[src/rtl/issue_queue_pkg.sv]
// Shared types for the decode -> issue instruction queue.
package issue_queue_pkg;

    localparam int ISSUE_QUEUE_DEPTH = 8;

    typedef logic [$clog2(ISSUE_QUEUE_DEPTH)-1:0] IQ_PTR;

    // One decoded instruction as handed from decode to issue.
    typedef struct packed {
        logic [31:0] pc;
        logic [31:0] instr;
    } ISSUE_QUEUE_ELEMENT;

endpackage

[src/rtl/issue_queue_if.sv]
// Decode/issue handshake bundle for the issue queue.
// The master modport is the pipeline side and the slave modport is the queue.
interface issue_queue_if
    import issue_queue_pkg::*;
#(
    parameter int DEPTH = ISSUE_QUEUE_DEPTH
) ();

    logic                          flash;
    logic                          stall;
    logic [1:0]                    push_number;
    ISSUE_QUEUE_ELEMENT [1:0]      push_data;
    logic                          push_ready;
    ISSUE_QUEUE_ELEMENT [1:0]      issue_require;
    logic [1:0]                    iq_size;
    logic [1:0]                    iq_pop_number;
    logic [$clog2(DEPTH):0]        iq_count;

    modport master (
        output flash, stall, push_number, push_data, iq_pop_number,
        input  push_ready, issue_require, iq_size, iq_count
    );

    modport slave (
        input  flash, stall, push_number, push_data, iq_pop_number,
        output push_ready, issue_require, iq_size, iq_count
    );

endinterface

[src/rtl/issue_queue_iq_ram.sv]
// Issue queue storage: DEPTH entries, two write ports, two asynchronous read ports.
// The two write addresses are always distinct in use (tail and tail+1).
module iq_ram
    import issue_queue_pkg::*;
#(
    parameter int DEPTH = ISSUE_QUEUE_DEPTH,
    parameter int AW    = $clog2(DEPTH)
) (
    input  logic               clk,
    input  logic               we0,
    input  logic [AW-1:0]      waddr0,
    input  ISSUE_QUEUE_ELEMENT wdata0,
    input  logic               we1,
    input  logic [AW-1:0]      waddr1,
    input  ISSUE_QUEUE_ELEMENT wdata1,
    input  logic [AW-1:0]      raddr0,
    output ISSUE_QUEUE_ELEMENT rdata0,
    input  logic [AW-1:0]      raddr1,
    output ISSUE_QUEUE_ELEMENT rdata1
);

    ISSUE_QUEUE_ELEMENT mem [DEPTH];

    // Data array is not reset; validity is tracked by the queue count.
    always_ff @(posedge clk) begin
        if (we0) begin
            mem[waddr0] <= wdata0;
        end
        if (we1) begin
            mem[waddr1] <= wdata1;
        end
    end

    assign rdata0 = mem[raddr0];
    assign rdata1 = mem[raddr1];

endmodule

[src/rtl/issue_queue.sv]
// In-order dual-push / dual-pop instruction queue between decode and issue.
// Circular buffer with registered head, tail and count; flash empties it.
module issue_queue
    import issue_queue_pkg::*;
#(
    parameter int DEPTH = ISSUE_QUEUE_DEPTH
) (
    input logic          clk,
    input logic          rst_n,
    issue_queue_if.slave iq
);

    localparam int PTR_W = $clog2(DEPTH);
    localparam int CNT_W = PTR_W + 1;

    logic [PTR_W-1:0]   head;
    logic [PTR_W-1:0]   tail;
    logic [CNT_W-1:0]   count;

    logic [PTR_W-1:0]   head_next_slot;
    logic [PTR_W-1:0]   tail_next_slot;
    logic [1:0]         size;
    logic               ready;
    logic [1:0]         push_req;
    logic [1:0]         push_eff;
    logic [1:0]         pop_eff;
    logic [CNT_W-1:0]   count_next;
    ISSUE_QUEUE_ELEMENT rd0;
    ISSUE_QUEUE_ELEMENT rd1;

    assign head_next_slot = head + PTR_W'(1);
    assign tail_next_slot = tail + PTR_W'(1);

    // Status outputs come from registered count only, so no input reaches them.
    assign size  = (count >= CNT_W'(2)) ? 2'd2 : count[1:0];
    assign ready = (count <= CNT_W'(DEPTH - 2));

    // Effective push/pop: saturate requests, clamp pops to what is present.
    always_comb begin
        push_req = (iq.push_number == 2'd3) ? 2'd2 : iq.push_number;
        push_eff = 2'd0;
        pop_eff  = 2'd0;
        if (!iq.flash) begin
            if (ready) begin
                push_eff = push_req;
            end
            if (!iq.stall) begin
                pop_eff = (iq.iq_pop_number > size) ? size : iq.iq_pop_number;
            end
        end
        count_next = count + CNT_W'(push_eff) - CNT_W'(pop_eff);
    end

    // Pointer and occupancy state; flash overrides any same-cycle push or pop.
    always_ff @(posedge clk or negedge rst_n) begin
        if (!rst_n) begin
            head  <= '0;
            tail  <= '0;
            count <= '0;
        end else if (iq.flash) begin
            head  <= '0;
            tail  <= '0;
            count <= '0;
        end else begin
            head  <= head + PTR_W'(pop_eff);
            tail  <= tail + PTR_W'(push_eff);
            count <= count_next;
        end
    end

    // Decode must never push while the queue cannot take two entries.
    always_ff @(posedge clk) begin
        if (rst_n && !iq.flash) begin
            assert (ready || iq.push_number == 2'd0);
        end
    end

    iq_ram #(
        .DEPTH (DEPTH)
    ) u_ram (
        .clk    (clk),
        .we0    (push_eff != 2'd0),
        .waddr0 (tail),
        .wdata0 (iq.push_data[0]),
        .we1    (push_eff == 2'd2),
        .waddr1 (tail_next_slot),
        .wdata1 (iq.push_data[1]),
        .raddr0 (head),
        .rdata0 (rd0),
        .raddr1 (head_next_slot),
        .rdata1 (rd1)
    );

    // Read side is purely from stored entries: a same-cycle push never falls through.
    assign iq.issue_require[0] = (count >= CNT_W'(1)) ? rd0 : '0;
    assign iq.issue_require[1] = (count >= CNT_W'(2)) ? rd1 : '0;
    assign iq.iq_size          = size;
    assign iq.iq_count         = count;
    assign iq.push_ready       = ready;

endmodule
[src/flat_wrapper.sv]
// flat-port wrapper written by rule: the top's interface ports become plain ports
module issue_queue_flat import issue_queue_pkg::*;
#(
    parameter int DEPTH = ISSUE_QUEUE_DEPTH
)
  (clk, rst_n, iq_flash, iq_stall, iq_push_number, iq_push_data, iq_iq_pop_number, iq_push_ready, iq_issue_require, iq_iq_size, iq_iq_count);
  issue_queue_if #(.DEPTH(DEPTH)) iq_i ();
  input logic clk;
  input logic rst_n;
  input wire logic [$bits(iq_i.flash)-1:0] iq_flash;
  input wire logic [$bits(iq_i.stall)-1:0] iq_stall;
  input wire logic [$bits(iq_i.push_number)-1:0] iq_push_number;
  input wire logic [$bits(iq_i.push_data)-1:0] iq_push_data;
  input wire logic [$bits(iq_i.iq_pop_number)-1:0] iq_iq_pop_number;
  output wire logic [$bits(iq_i.push_ready)-1:0] iq_push_ready;
  output wire logic [$bits(iq_i.issue_require)-1:0] iq_issue_require;
  output wire logic [$bits(iq_i.iq_size)-1:0] iq_iq_size;
  output wire logic [$bits(iq_i.iq_count)-1:0] iq_iq_count;
  assign iq_i.flash = iq_flash;
  assign iq_i.stall = iq_stall;
  assign iq_i.push_number = iq_push_number;
  assign iq_i.push_data = iq_push_data;
  assign iq_i.iq_pop_number = iq_iq_pop_number;
  assign iq_push_ready = iq_i.push_ready;
  assign iq_issue_require = iq_i.issue_require;
  assign iq_iq_size = iq_i.iq_size;
  assign iq_iq_count = iq_i.iq_count;
  issue_queue #(.DEPTH(DEPTH)) u_core (.clk(clk), .rst_n(rst_n), .iq(iq_i));
endmodule
[config.mk]
export PLATFORM = sky130hd
export DESIGN_NAME = issue_queue_flat
export DESIGN_NICKNAME = d
export VERILOG_FILES = /design/src/rtl/issue_queue_pkg.sv /design/src/rtl/issue_queue_if.sv /design/src/rtl/issue_queue_iq_ram.sv /design/src/rtl/issue_queue.sv /design/src/flat_wrapper.sv
export SDC_FILE = /design/constraint.sdc
export NUM_CORES = 1
export LEC_CHECK = 0
export ABC_AREA = 0
export CAP_MARGIN = 10
export CORE_MARGIN = 2
export CORE_UTILIZATION = 35
export CTS_BUF_LIST = sky130_fd_sc_hd__clkbuf_4
export CTS_CLUSTER_SIZE = 8
export DETAILED_ROUTE_END_ITERATION = 12
export SYNTH_ARGS = -nofsm -noshare
export SYNTH_HDL_FRONTEND = slang
export SYNTH_HIERARCHICAL = 1
export SYNTH_SLANG_ARGS = --single-unit
export TNS_END_PERCENT = 50
[constraint.sdc]
create_clock -name clk -period 15.5 [get_ports clk]
set_input_delay 3.1 -clock clk [delete_from_list [all_inputs] [get_ports clk]]
set_output_delay 3.1 -clock clk [all_outputs]
set_load 0.01 [all_outputs]
==> run summary <==
Relative to the synthesized area, the layout overhead comes to 18.3%. The cell that appears most often on the critical path is buf_4. The critical path is of the reg -> out type. The number of antenna violations at the first check in global routing is 16.

Once detail routing completed, the nets flagged for antenna violations numbered 0. Counting every net in the synthesized netlist gives between 1500 and 2000. The final count of pins violating max slew is 0. The total of fill cells in the finished design is a little over 8000. Tracing the worst setup path back leads to its startpoint at u_core/head[0]. Counting every sink on the clock net gives 522. The timing-limited maximum frequency is between 100 and 150 MHz. The total DRC errors in the routed layout is 0. The worst reg-to-reg setup slack is about 11000 ps. The average wire per standard cell is approximately 28 µm. In this run the worst hold path is classified as reg -> reg. The launch instance of the worst register-to-register path is u_core/iq.iq_count[3].

At the end of routability-driven placement, the weighted congestion stood at around 0.73. After legalization and detailed placement, the total HPWL measured approximately 52000 µm. For the worst setup path, the data required time is 12400 ps. The static leakage is 11.7 nW. The vias after detailed routing came out at between 15000 and 20000.

Entering global routing, the biggest net connects 81 pins. The final period demand of the worst path came out at about 9200 ps. The tool flagged a number of max-cap violations equal to 0. For the final database, setup skew stands at roughly 64 ps.

The standard cell with the maximum stage delay on the critical path is buf_4. The flow ran to the end, and the final reports show no timing, DRC or antenna violations. The top fanout value on the critical path is between 60 and 70. The number of global-route vias before repair was between 20000 and 25000. The die height came out at 301 µm.

The final net count came out at between 2000 and 2500. The effective utilization at floorplan is 35.2%. The first-pass GRT wire length is around 140000 µm. Summed over all layers, the global routing overflow is 0. By area the synthesized netlist is led by edfxtp_1 50%, mux2_2 23%, mux4_2 19%. The placement-stage cell area is around 35000 µm². The number of distinct standard cells referenced by the synthesized netlist came out at 39.

The area enclosed by the die boundary came out at ~91000 µm². The largest total area in the synthesized netlist belongs to edfxtp_1. The clock-pin slew on the worst setup and hold paths is about 60 ps.

Using the TritonRoute via totals, the vias-per-cell ratio works out to approximately 5.5. After layout, the worst path uses around three fifths of the clock period. The fraction of the yosys area taken by sequential cells came out at between 50 and 60%. The number of design-rule violations left by the first detailed-router iteration is ~1300.

The mapped cell area came out at just over 30000 µm². The post-CTS setup buffer count came out at 0. The wire length reported by the detailed router is roughly 96000 µm. The endpoint arrival time on the critical path came out at 6110 ps.

The endpoint kind of the worst setup timing path is a primary output. The latest clock arrival within the worst-skew pair came out at approximately 990 ps. The post-route setup TNS came out at 0 ps. The number of clock buffers added by TritonCTS is ~150. The number of storage elements in the synthesis netlist came out at around 520.

The CTS root buffer is clkbuf_4. The number of hold buffers added after CTS is 0. The area share of the largest cell type after synthesis is 49.6%. The longest individual stage delay on the worst path is ~960 ps. The slew of the pin with the lowest slew margin came out at between 1000 and 1500 ps. The number of hold violations in the final report was 0.

Setup repair after global routing left no endpoint under its margin. Among all flip-flop cells after synthesis, the most frequent one is edfxtp_1. The average cell area after synthesis came out at about 17 µm². The number of resized instances in the post-cts repair step came out at 0. Global routing used a little over a fifth of the available tracks across all layers. The x dimension of the die is between 300 and 400 µm. After synthesis, the most frequently instantiated cells are 640 x mux2_2, 512 x edfxtp_1, 256 x mux4_2. The number of warnings printed during yosys synthesis is 6. The level count of the clock H-tree is 4. The startpoint of the worst hold path is u_core/tail[2]. mux2_2 is the most common cell in the netlist. The number of cells produced by synthesis came out at 1778. The worst-case IR drop observed on VDD is about 0.078 mV. STA classifies the critical path startpoint as a register. The setup violation total in the final timing report is 0. The CTS tree is built. In this run the standard cell core region covers roughly 88000 µm². The cell area after layout is between 30000 and 40000 µm². Input and output buffers added on the ports amount to 270. The worst max-slew margin expressed relative to the limit came out at a little under a fifth. The share of cells above drive strength 1 came out at roughly 54%. The longest clock path from root to sink contains 3 buffers.

The async set-reset flop share out of synthesis is under 10%. The signal on the critical path passes through buf_4 -> ha_4 -> xor2_4 -> buf_4 -> buf_4 -> mux4_2 -> mux2_2 -> and2_1 -> clkdlybuf4s50_1. The number of cell rows came out at roughly 110. The number of primary I/O pins came out at around 270. The post-route total power came out at approximately 4.6 mW. The first-pass detailed-route iteration total came out at 5. Dividing total power by cell area gives a power density of 126 nW/µm².

The synthesized design contains ~510 enable-type register cells.
report_power, final:
group	total [mW]	internal [mW]	leakage (nW)	switching (mW)
Clock	1.31	0.697	1.14	0.611
Combinational	1.61	0.826	5.83	0.788
Sequential	1.71	1.66	4.78	0.0509
worst paths after layout:
check | to | depth (start not counted)
max | iq_issue_require[81] | 9
min | u_core/tail[2] | 2
max reg2reg | u_core/u_ram/mem[2][32] | 8
min reg2reg | u_core/tail[2] | 2
max in group asynchronous | u_core/head[0] | 1
min in group asynchronous | u_core/tail[0] | 1
placed cells by master (no fill, tap or decap), types with 7 or more instances in the layout:
cell type	Yosys	final
mux2_2	640	640
edfxtp_1	512	512
clkdlybuf4s50_1	0	270
mux4_2	256	256
clkbuf_4	0	227
nor2b_1	69	69
and2_1	66	66
buf_4	25	39
clkinv_1	0	29
inv_1	14	13
ha_1	11	10
diode_2	0	9
nor2_1	9	9
dfrtp_1	10	7
metrics by stage:
step | setup slack [ps] | util [%] | std cells | hold WS (ps)
final | 6290 | 41.6 | 3386 | 709
after global routing | 5910 | 41.6 | 3385 | 719
after CTS | 6070 | 41.6 | 3377 | 716
after detailed placement | 7190 | 39.4 | 3112 | 696
after global placement | 7280 | 39.4 | 3112 | 680
after floorplan | 6800 | - | 1778 | 556
routing by layer:
metal | share of wire, % | track usage [%]
met1 | 40 | 25.9
met2 | 51 | 36.1
met3 | 6.2 | 5.23
met4 | 2.5 | 7.26
met5 | 0.13 | 0
kinds of logic after synthesis:
kind of cell,synth area share (%)
flip-flops,50.4
XOR/XNOR,0.141
buffers and inverters,2.96
multiplexers,41.9
adder cells (fa/ha/maj),0.703
AO/OA/AOI/OAI,0.380
AND/OR/NAND/NOR,3.49
cell type report:
cell class	count	area (µm²)	share of cell area [%]
inverters	14	60.1	0.164
repair buffers	309	3000	8.17
multi-input cells	1102	14600	39.8
clock inverters	38	204	0.556
diodes	9	22.5	0.0615
clock buffers	227	1700	4.65
flip-flops and latches	522	15600	42.7
well taps	1165	1460	3.98
worst max-delay path: cells and delay by family (launching register included):
kind          cells  cell delay (ps)
simple gates      1              190
xor+xnor          1              120
fa+ha+maj         1              260
flops             1              690
mux               2              690
buf+inv           4             3060
sequential cells by signal (all words and copies together) (netlist names):
register,count
u_core/u_ram/mem,512
u_core/iq.iq_count,4
u_core/tail,3
u_core/head,3
Note: power is estimated with default switching activity, not from simulation.
